$ cat src/rtl/jtframe_adpcm_seq.sv
// rtl/jtframe_adpcm_seq.sv - multi-channel ADPCM sample sequencer sharing one ROM port
//
// Purpose: plays CH ADPCM samples at once. Each channel owns a nibble
// counter, a one-byte buffer and status flags. One round-robin fetch FSM
// fills the buffers through a single ROM port. Each channel drives one
// nibble to an external decoder.
//
// Ports:
//   clk, rst            clock, asynchronous active-high reset
//   start/stop/ack, ch  one-cycle command strobes aimed at channel ch
//   bank, loop          channel settings, latched on start
//   vclk[CH]            decoder nibble-consumed strobes
//   nib[4*CH]           current nibble per channel (0 when nothing valid)
//   busy/dec_rst        playing flag and its inverse for the decoder reset
//   done_n/irq_n        sticky end-of-sample flags (active low), and their AND
//   underrun            sticky starvation flag, cleared on start
//   rom_addr/rom_cs     ROM byte request
//   rom_data/rom_ok     ROM byte response
module jtframe_adpcm_seq #(
  parameter int CH      = 2,
  parameter int AW      = 17,
  parameter int CNTW    = 14,
  parameter int BW      = AW - CNTW + 1,
  parameter int HIFIRST = 1
) (
  input  logic            clk,
  input  logic            rst,
  input  logic            start,
  input  logic            stop,
  input  logic            ack,
  input  logic [1:0]      ch,
  input  logic [BW-1:0]   bank,
  input  logic            loop,
  input  logic [CH-1:0]   vclk,
  output logic [4*CH-1:0] nib,
  output logic [CH-1:0]   busy,
  output logic [CH-1:0]   dec_rst,
  output logic [CH-1:0]   done_n,
  output logic            irq_n,
  output logic [CH-1:0]   underrun,
  output logic [AW-1:0]   rom_addr,
  output logic            rom_cs,
  input  logic [7:0]      rom_data,
  input  logic            rom_ok
);
  localparam int   SW     = (CH > 1) ? $clog2(CH) : 1;
  // The high nibble plays when cnt[0] matches this value.
  localparam logic HI_PAR = (HIFIRST == 0) ? 1'b1 : 1'b0;

  typedef enum logic [1:0] {IDLE, REQ, WAIT} state_t;
  state_t state, state_nx;

  logic [CH-1:0][CNTW-1:0] cnt;
  logic [CH-1:0][BW-1:0]   bank_r;
  logic [CH-1:0]           loop_r;
  logic [CH-1:0][7:0]      byte_buf;
  logic [CH-1:0]           bv;
  logic [CH-1:0]           hit_start, hit_stop, hit_ack;
  logic [SW-1:0]           sel, rr, pick;
  logic [SW:0]             scan_idx;
  logic                    found, drop, hit_sel, fill;

  always_comb begin
    hit_start = '0;
    hit_stop  = '0;
    hit_ack   = '0;
    for (int n = 0; n < CH; n++) begin
      hit_start[n] = start && (ch == 2'(n));
      hit_stop[n]  = stop  && (ch == 2'(n));
      hit_ack[n]   = ack   && (ch == 2'(n));
    end
  end

  // A restart or stop of the channel being fetched makes the byte in flight stale.
  assign hit_sel = (start | stop) && (32'(ch) == 32'(sel));
  assign fill    = (state == WAIT) && rom_ok && !drop && !hit_sel;

  assign dec_rst = ~busy;
  assign irq_n   = &done_n;

  always_comb begin
    nib = '0;
    for (int n = 0; n < CH; n++) begin
      if (bv[n] && busy[n])
        nib[4*n +: 4] = (cnt[n][0] == HI_PAR) ? byte_buf[n][7:4] : byte_buf[n][3:0];
    end
  end

  // Round-robin scan: search starts at the channel after the last one served.
  always_comb begin
    state_nx = state;
    found    = 1'b0;
    pick     = rr;
    scan_idx = '0;
    for (int k = 1; k <= CH; k++) begin
      scan_idx = {1'b0, rr} + (SW+1)'(k);
      if (scan_idx >= (SW+1)'(CH)) scan_idx = scan_idx - (SW+1)'(CH);
      if (!found && busy[scan_idx[SW-1:0]] && !bv[scan_idx[SW-1:0]]) begin
        found = 1'b1;
        pick  = scan_idx[SW-1:0];
      end
    end
    case (state)
      IDLE:    if (found) state_nx = REQ;
      REQ:     state_nx = WAIT;
      WAIT:    if (rom_ok) state_nx = IDLE;
      default: state_nx = IDLE;
    endcase
  end

  always_ff @(posedge clk or posedge rst) begin
    if (rst) state <= IDLE;
    else     state <= state_nx;
  end

  always_ff @(posedge clk or posedge rst) begin
    if (rst) begin
      sel      <= '0;
      rr       <= '0;
      drop     <= 1'b0;
      rom_cs   <= 1'b0;
      rom_addr <= '0;
    end else begin
      case (state)
        IDLE: if (found) begin
          sel      <= pick;
          rr       <= pick;
          rom_cs   <= 1'b1;
          rom_addr <= {bank_r[pick], cnt[pick][CNTW-1:1]};
          // The address was taken from the old settings if the channel restarts now.
          drop     <= (start | stop) && (32'(ch) == 32'(pick));
        end
        REQ: if (hit_sel) drop <= 1'b1;
        WAIT: begin
          if (rom_ok) begin
            rom_cs <= 1'b0;
            drop   <= 1'b0;
          end else if (hit_sel) begin
            drop <= 1'b1;
          end
        end
        default: ;
      endcase
    end
  end

  always_ff @(posedge clk or posedge rst) begin
    if (rst) begin
      cnt      <= '0;
      bank_r   <= '0;
      loop_r   <= '0;
      byte_buf <= '0;
      bv       <= '0;
      busy     <= '0;
      done_n   <= '1;
      underrun <= '0;
    end else begin
      for (int n = 0; n < CH; n++) begin
        if (hit_start[n]) begin
          cnt[n]      <= '0;
          bv[n]       <= 1'b0;
          busy[n]     <= 1'b1;
          done_n[n]   <= 1'b1;
          underrun[n] <= 1'b0;
          bank_r[n]   <= bank;
          loop_r[n]   <= loop;
        end else if (hit_stop[n]) begin
          busy[n] <= 1'b0;
          bv[n]   <= 1'b0;
        end else begin
          if (hit_ack[n]) done_n[n] <= 1'b1;
          if (vclk[n] && busy[n]) begin
            if (!bv[n]) begin
              underrun[n] <= 1'b1;
            end else begin
              cnt[n] <= cnt[n] + 1'b1;
              if (cnt[n][0]) bv[n] <= 1'b0;
              // End of sample overrides a same-cycle ack.
              if (&cnt[n] && !loop_r[n]) begin
                busy[n]   <= 1'b0;
                done_n[n] <= 1'b0;
              end
            end
          end
          if (fill && (sel == SW'(n))) begin
            byte_buf[n] <= rom_data;
            bv[n]       <= 1'b1;
          end
        end
      end
    end
  end

endmodule

$ cat config.mk
export PLATFORM = sky130hd
export DESIGN_NAME = jtframe_adpcm_seq
export DESIGN_NICKNAME = d
export VERILOG_FILES = /design/src/rtl/jtframe_adpcm_seq.sv
export SDC_FILE = /design/constraint.sdc
export NUM_CORES = 1
export LEC_CHECK = 0
export CORE_MARGIN = 3
export CORE_UTILIZATION = 27
export CTS_CLUSTER_SIZE = 25
export DETAILED_ROUTE_END_ITERATION = 6
export PLACE_DENSITY_LB_ADDON = 0.25
export SLEW_MARGIN = 20
export SYNTH_ARGS = -nofsm -noshare
export SYNTH_HDL_FRONTEND = slang
export SYNTH_SLANG_ARGS = --single-unit
$ cat constraint.sdc
create_clock -name clk -period 3.4 [get_ports clk]
set_input_delay 0.85 -clock clk [delete_from_list [all_inputs] [get_ports clk]]
set_output_delay 0.85 -clock clk [all_outputs]
set_load 0.005 [all_outputs]
Word-level counts from Yosys, hierarchy flattened. Cells that the tools add are included.

Add/sub/neg operators: 6. $mul: 0. Divide/modulo/power cells: 0. Order comparisons: 5. Eq/ne operators: 11. Shift operators: 0. Multiplexer cells: 82. Bitwise logic cells: 7. Reductions and logical operators: 60.

Operator list (number): 14-bit 2-to-1 mux (10); 1-bit 2-to-1 mux (61); 14-bit by 1-bit adder with 14-bit output, second input constant (2); 14-bit AND reduction (2); 3-bit AND reduction (9); 4-bit 2-to-1 mux (6); 1-bit logical AND (22); 3-bit nonzero test (7); 2-bit nonzero test (5); 2-bit != test, second input constant (4); 2-bit AND reduction (4); 4-bit nonzero test (2); 1-bit zero test (7); 1-bit by 2-bit < comparator with 1-bit output, second input constant (3); 2-bit case mux with 3 select lines (1); 1-bit NOT (5); 2-bit by 1-bit == test with 1-bit output (2); 2-bit by 1-bit == test with 1-bit output, second input constant (2); 2-bit greater-or-equal comparator, second input constant (2); 2-bit zero test (2); 2-bit 2-to-1 mux (2); 2-bit by 1-bit != test with 1-bit output, second input constant (2); 1-bit case mux with 3 select lines (1); 1-bit by 1-bit adder with 2-bit output, second input constant (1); other kinds (6) (7).

Register bits: 84. Latch bits: 0. Memory bits (writable): 0. Bits in read-only memories: 0. Memories kept: 0.

Depth between registers and ports, before layout. Gate-level depths: netlist (run 1).

Depth after elaboration: 16. Depth in mapped cells: 7. Depth with buffers taken out: 6.

Least setup slack after synthesis (run 1). OpenSTA, ideal clock, no wires.

Path kind: input -> register. Start: input ch[0]. End: register byte_buf[0] in the netlist's numbering. Data arrival time: 2262 ps. Data required time: 3275 ps. Slack: 1013 ps. Stages: 7. Path buffers: 3. Cell sequence: buf_4 > or3b_2 > buf_2 > nand2_1 > or4_1 > buf_2 > mux2_2.

Cells in the longest elaborated chain, start to end: 6. Elaborated cells on any way between the ends: 11. Classes of those cells: 1 x eq/ne; 2 x bitwise; 8 x reduce/logical.

Ends and longest elaborated chain: from (decl) (RTL line 31) `input logic [1:0] ch,`; 2-bit by 1-bit == test with 1-bit output (RTL line 75) `assign hit_sel = (start | stop) && (32'(ch) == 32'(sel));`; 1-bit logical AND (RTL line 75); 1-bit zero test (RTL line 76) `assign fill = (state == WAIT) && rom_ok && !drop && !hit_sel;`; 1-bit logical AND (RTL line 76); 1-bit logical AND (RTL line 185) `if (fill && (sel == SW'(n))) begin`; 3-bit AND reduction (no line) (*); to (signal, indexed assignment) (RTL line 186) `byte_buf[n] <= rom_data;`; to (decl) (RTL line 56) `logic [CH-1:0][7:0] byte_buf;`.

Mark *: on every way between the ends. The rest lies on a longest branch, timed or not. A chain may end at the register's enable or synchronous reset.

Final worst setup path (run 1).
Start: input ch[1]. End: register byte_buf[4] in the netlist's numbering.

The elaborated chain is that of the path after synthesis.

==> impl_metrics.toml, run 1 <==
[global_route]
grt.total_usage_pct = 13.2
gr-total-overflow = 0
grt_max_degree = 37
vias_in_the_first_global_route = 3261
antenna_found_initial = 0
grt_first_pass_wirelength_mm = 17.5

[timing]
setup-violations-final = 0
timing.max_slew.rel_slack_pct = 56.2
worstMarginPinSlew_ns = 0.657
fin_crit_sh_pct = 78.3
fmax_mhz = 376
timing.setup.tns_ns = 0
final-hold-violation-count = 0
setup_repair_after_global_routing_missed_its_margin = "no"
post-route-min-period_ns = 2.66
drv_slew = 0
worst_clock_skew_ns = 0.00646

[logic_synthesis]
ys_ff_latch = 84
synthAdderAreaFrac_pct = 2.09
share_of_synthesized_area_occupied_by_flip_flops_and_latches_pct = 50.2
syn_avg_cell_area_um2 = 10.1
synth_top_family_by_area = "simple AND/OR/NAND/NOR gates"
synthCells = 416
synth_area_in_compound_gates_pct = 9.71
synth-xor-area-share_pct = 2.72
mappedNetlistArea_um2 = 4190
synth.area.mux_share_pct = 11.5
netlist-cell-type-count = 49
synth_warnings = 0
synthSimpleGateAreaFrac_pct = 21.1
syn-num-nets = 446

[clock_network]
post_cts.repair.setup_buffers = 0
tritoncts.num_buffers = 9
clock_latency_ns = 0.35
cts.repair.resized = 0
worst_setup_hold_path_clk_slew_ns = 0.07
cts_num_sinks = 84
h-tree-depth = 3
cts.path.max_buffers = 2
cts_tree = "built"
cts_hold_buf = 0
cts_root_buf = "sky130_fd_sc_hd__clkbuf_16"

[place]
detailed_place.area_um2 = 5000
port_buffers = 57
gp_congestion = 0.769
dp_hpwl_mm = 7.80

[setup_path]
worst_ep_required_time_ns = 3.63
reg2reg_to = "cnt[12]"
critPathKind = "primary input to flip-flop"
crit_path_end_kind = "flip-flop"
worst_reg2reg_path_depth = 5
setup.reg_to_reg.worst_slack_ns = 1.26
crit_chain = "clkdlybuf4s50_1 > or3b_2 > nand2_1 > or4_1 > mux2_2"
cp_max_fo = 11
worst_path_largest_cell_delay_ns = 0.60
worstSetupStartpointType = "primary input"
cp_data_arrival_time_ns = 2.89
cpMaxStageDelayCell = "sky130_fd_sc_hd__or3b_2"
crit-reg2reg-launch = "cnt[0]"

[route]
detail-route-antenna-nets = 0
detail_route.iter0.violations = 151
first_pass_iters = 4
detailroute.via_count = 3274
totalWireLength_mm = 10.6
routed_via_density = 4.92
drt_drc_violations_left = 0
routed_wire_length_per_instance_um = 15.9

[power]
p_leak_uw = 0.00226
peakVddDrop_v = 0.000332
power_density_nw_per_um2 = 624

[floorplanning]
core_area_um2 = 14900
die_y_um = 131
dieArea_um2 = 17000
number_of_top_level_design_ports = 58
floorplan.initialDensity_pct = 28.2
die_x_um = 131
placement_rows = 44

[hold_path]
whs_endpoint = "bank_r[6]"
min_delay_path_depth = 2
holdCritPathClass = "flip-flop to flip-flop"
hold_path.startpoint = "bank_r[6]"

[run_status]
outcome = "completed"

[flow_run]
drv_cap = 0

[finish]
num-fill-cells = 1527
antenna-diode-count = 0
fin_area_um2 = 5340
syn_to_final_growth_pct = 27.4
num-nets-final = 507
layout-drive-gt1-share_pct = 12.7
==> kinds of logic (layout without fill, tap and decap cells) <==
| group | after synthesis | count (layout) |
|---|---|---|
| XOR/XNOR | 13 | 13 |
| AO/OA/AOI/OAI | 67 | 67 |
| adder cells (fa/ha/maj) | 7 | 7 |
| buffers and inverters | 25 | 91 |
| AND/OR/NAND/NOR | 174 | 174 |
| flip-flops | 84 | 84 |
| multiplexers | 46 | 46 |
==> layer usage <==
metal | vias up | wire [um] | GRT usage (%)
met5 | - | 0 | 0
met3 | 11 | 501 | 3.21
met4 | 0 | 139 | 3.99
met1 | 1601 | 4980 | 18.4
met2 | 60 | 4960 | 20.4
li1 | 1602 | - | -
==> worst max-delay path by stage <==
stage	to	startpoint	slack, ns
after floorplan	bank_r[0]	rst	0.39
after global routing	byte_buf[4]	ch[1]	0.65
final	byte_buf[4]	ch[1]	0.74
after detailed placement	byte_buf[4]	ch[1]	0.38
after global placement	byte_buf[3]	ch[1]	0.44
after CTS	nib[2]	cnt[0]	0.73
==> layout make-up <==
cell class                      instances  area [um2]  share of cell area (%)
Sequential cell                        84        2100                    39.4
Multi-Input combinational cell        307        1990                    37.3
Timing Repair Buffer                   68         653                    12.2
Tap cell                              184         230                    4.31
Clock buffer                            9         225                    4.22
Clock inverter                          7         108                    2.02
Inverter                                7        27.5                   0.516
==> state kept, by name, indices dropped and copies added, names as in the netlist <==
signal	cells
byte_buf	16
drop	1
rom_addr	17
bv	2
rr	1
busy	2
state	2
done_n	2
underrun	2
bank_r	8
cnt	28
rom_cs	1
loop_r	2
==> stage by stage <==
stage          cells  total power, uW  util (%)  worst slack (ns)  hold WS (ns)
3_5_place_dp     650             2260      33.7             0.382         0.463
3_3_place_gp     650             2240      33.7             0.445         0.458
2_1_floorplan    416             1940         -             0.388         0.437
6_report         666             3330      35.9             0.738         0.478
4_1_cts          666             3370      35.9             0.732         0.480
5_1_grt          666             3530      35.9             0.654         0.499
==> power breakdown <==
part	switching [uW]	leakage (uW)	internal, uW
registers	168	0.00110	1190
logic	418	0.00100	450
clock network	444	0.000160	658
total	1030	0.00226	2300
==> cells in the mapped netlist (all sizes together) <==
cell type / number / area share, %
o21ai: 29 / 3.5
mux2i: 28 / 6.7
or4: 11 / 2.1
and2: 1 / 0.15
and3: 5 / 0.75
xnor2: 7 / 1.5
clkbuf: 10 / 0.90
a41o: 1 / 0.24
nand2: 67 / 6.0
nor2: 30 / 2.7
dfstp: 2 / 1.3
mux2: 18 / 4.8
dfrtp: 82 / 49
inv: 7 / 0.63
nor3: 3 / 0.36
nor3b: 4 / 0.84
a21oi: 16 / 2.0
a21o: 1 / 0.18
o21ba: 1 / 0.24
o31ai: 7 / 1.3
nand4: 7 / 1.0
nand3: 16 / 2.0
and3b: 2 / 0.42
xor2: 6 / 1.3
or2b: 1 / 0.18
or3b: 2 / 0.42
nand3b: 1 / 0.18
ha: 7 / 2.1
o31a: 2 / 0.42
a311oi: 1 / 0.21
or3: 5 / 0.87
o32ai: 1 / 0.21
buf: 8 / 1.1
a31oi: 2 / 0.30
and4: 3 / 0.63
nor2b: 6 / 0.90
nor4b: 2 / 0.42
nor4: 6 / 0.90
a31o: 2 / 0.42
o21a: 3 / 0.54
nand2b: 2 / 0.30
a221o: 1 / 0.24
==> placed cells by master, fill, tap and decap left out, types with 7 or more instances in the layout <==
cell type / instances
sky130_fd_sc_hd__a21oi_1: 15
sky130_fd_sc_hd__buf_4: 11
sky130_fd_sc_hd__clkbuf_16: 9
sky130_fd_sc_hd__clkdlybuf4s50_1: 57
sky130_fd_sc_hd__dfrtp_1: 82
sky130_fd_sc_hd__ha_1: 7
sky130_fd_sc_hd__mux2_2: 18
sky130_fd_sc_hd__mux2i_1: 27
sky130_fd_sc_hd__nand2_1: 67
sky130_fd_sc_hd__nand3_1: 15
sky130_fd_sc_hd__nand4_1: 7
sky130_fd_sc_hd__nor2_1: 30
sky130_fd_sc_hd__o21ai_0: 28
sky130_fd_sc_hd__o31ai_1: 7
sky130_fd_sc_hd__or4_1: 10
sky130_fd_sc_hd__xnor2_1: 7
==> critical path: cells and delay by family <==
| family | cells | cell delay [ns] |
|---|---|---|
| buffers and inverters | 1 | 0.59 |
| multiplexers | 1 | 0.38 |
| AND/OR/NAND/NOR | 3 | 1.06 |
Power figures use the tool's default switching activity.
==> run 2: changes to the inputs <==
==> constraint.sdc (replaced) <==
create_clock -name clk -period 2.2 [get_ports clk]
set_input_delay 0.55 -clock clk [delete_from_list [all_inputs] [get_ports clk]]
set_output_delay 0.55 -clock clk [all_outputs]
set_load 0.005 [all_outputs]
==> run 2 against run 1 <==
Via count rose by 3.5%. Clock skew increased by 0.0018 ns. Flip-flop and latch count is the same. Sequential power increased by 51%. Power increased by 54%. Clock power rose by 42%. Setup slack lost 0.68 ns. Wire length increased by 1.9%. Die area unchanged. Critical path type is now flip-flop to output pin. Non-clock buffer count increased by 27. Register-to-register slack lost 0.99 ns.
==> impl_metrics.toml, run 2 (synthesized netlist as in run 1, its figures left out) <==
[run_status]
outcome = "completed"

[floorplanning]
die_x_um = 131
number_of_top_level_design_ports = 58
die_y_um = 131
dieArea_um2 = 17000
placement_rows = 44
core_area_um2 = 14900
floorplan.initialDensity_pct = 28.2

[finish]
layout.cells.most_common = "sky130_fd_sc_hd__dfrtp_1"
reg_top3 = "cnt (28), rom_addr (17), byte_buf (16)"
layout.cells.most_common_list = "sky130_fd_sc_hd__dfrtp_1, sky130_fd_sc_hd__nand2_1, sky130_fd_sc_hd__clkdlybuf4s50_1"
layout-drive-gt1-share_pct = 17.5
largest-register = "cnt"
largest_reg_flops = 28
antenna-diode-count = 0
syn_to_final_growth_pct = 32.3
num-nets-final = 534

[hold_path]
whs_endpoint = "bank_r[6]"
min_delay_path_depth = 2
hold_path.startpoint = "bank_r[6]"
holdCritPathClass = "flip-flop to flip-flop"

[global_route]
vias_in_the_first_global_route = 3402
grt_max_degree = 85
grt.total_usage_pct = 13.5
gr-total-overflow = 0
grt_first_pass_wirelength_mm = 17.9
antenna_found_initial = 0

[place]
gp_congestion = 0.772
dp_hpwl_mm = 7.91
port_buffers = 57

[timing]
worst_clock_skew_ns = 0.00828
final-hold-violation-count = 0
fin_crit_sh_pct = 97.3
setup_repair_after_global_routing_missed_its_margin = "no"
fin_worst_hold_slack_ns = 0.475
setup-violations-final = 0
timing.max_slew.rel_slack_pct = 68.5
worstMarginPinSlew_ns = 0.468
fmax_mhz = 467
drv_slew = 0
post-route-min-period_ns = 2.14

[setup_path]
crit_chain = "and2_1 > clkdlybuf4s50_1"
reg2reg_to = "byte_buf[2]"
crit_path_end_kind = "output pin"
worst_ep_required_time_ns = 1.65
cp_data_arrival_time_ns = 1.59
crit-reg2reg-launch = "state[0]"
worst_reg2reg_path_depth = 6
cp_max_fo = 3
cpMaxStageDelayCell = "sky130_fd_sc_hd__dfstp_2"
worstSetupStartpointType = "flip-flop"
worst_path_largest_cell_delay_ns = 0.61
critPathKind = "flip-flop to output pin"
setup.reg_to_reg.worst_slack_ns = 0.27

[power]
power_density_nw_per_um2 = 925
fin_total_pwr_uw = 5130
p_leak_uw = 0.00244
peakVddDrop_v = 0.000382

[route]
totalWireLength_mm = 10.8
drt_drc_violations_left = 0
routed_wire_length_per_instance_um = 15.5
first_pass_iters = 4
detailroute.via_count = 3389
detail_route.iter0.violations = 189
routed_via_density = 4.89
detail-route-antenna-nets = 0

[clock_network]
cts_num_sinks = 84
worst_setup_hold_path_clk_slew_ns = 0.06
cts_root_buf = "sky130_fd_sc_hd__clkbuf_16"
cts.path.max_buffers = 2
tritoncts.num_buffers = 9
h-tree-depth = 3
clock_latency_ns = 0.35
cts_tree = "built"

[flow_run]
drv_cap = 0
-- run 2: how the worst max path moves through the flow --
stage,start,to,slack (ns)
after floorplan,ch[0],byte_buf[0],0.11
after global placement,ch[1],done_n[1],-0.25
after detailed placement,ch[0],byte_buf[14],-0.30
after CTS,busy[1],nib[7],0.006
after global routing,done_n[0],irq_n,0.01
final,done_n[0],irq_n,0.06
-- run 2: metrics by stage --
step | worst slack, ns | cell area, um2 | utilization, % | TNS (ns) | cells
after floorplan | 0.113 | 4190 | - | 0 | 416
after global placement | -0.250 | 5230 | 35.2 | -6.76 | 676
after detailed placement | -0.296 | 5230 | 35.2 | -7.86 | 676
after CTS | 0.00632 | 5530 | 37.2 | 0 | 693
after global routing | 0.0108 | 5540 | 37.3 | 0 | 693
final | 0.0584 | 5540 | 37.3 | 0 | 693
-- run 2: critical path, delay by kind of cell, from the launching register on --
family | cells | cell delay [ns]
buffers and inverters | 1 | 0.50
and+or+nand+nor | 1 | 0.15
DFF | 1 | 0.61
-- run 2: where the power goes --
part | internal, uW | switching [uW]
Clock | 922 | 635
Sequential | 1850 | 215
Combinational | 782 | 723
-- run 2: timing repair --
action | 4_1_cts | 5_1_grt
hold endpoints to repair | 0 | 0
setup endpoints to repair | 5 | 9
cloned | 0 | 0
hold buffers | 0 | 0
buffers inserted | 1 | 0
gates resized for setup | 5 | 5
-- run 2: routing by layer --
metal / wire [um] / up-vias / global-route usage, % / part of all wire, %
li1: - / 1655 / - / -
met1: 5090 / 1657 / 18.5 / 47
met2: 4990 / 63 / 21.0 / 46
met3: 461 / 14 / 2.40 / 4.3
met4: 226 / 0 / 5.93 / 2.1
met5: 0 / - / 0 / 0
-- run 2: cell type report --
| cell class | count | area [um2] |
|---|---|---|
| Clock buffer | 12 | 246 |
| Timing Repair Buffer | 95 | 883 |
| Multi-Input combinational cell | 307 | 1990 |
| Fill cell | 1517 | 9320 |
| Clock inverter | 4 | 56.3 |
| Tap cell | 184 | 230 |
| Sequential cell | 84 | 2110 |
| Inverter | 7 | 30.0 |
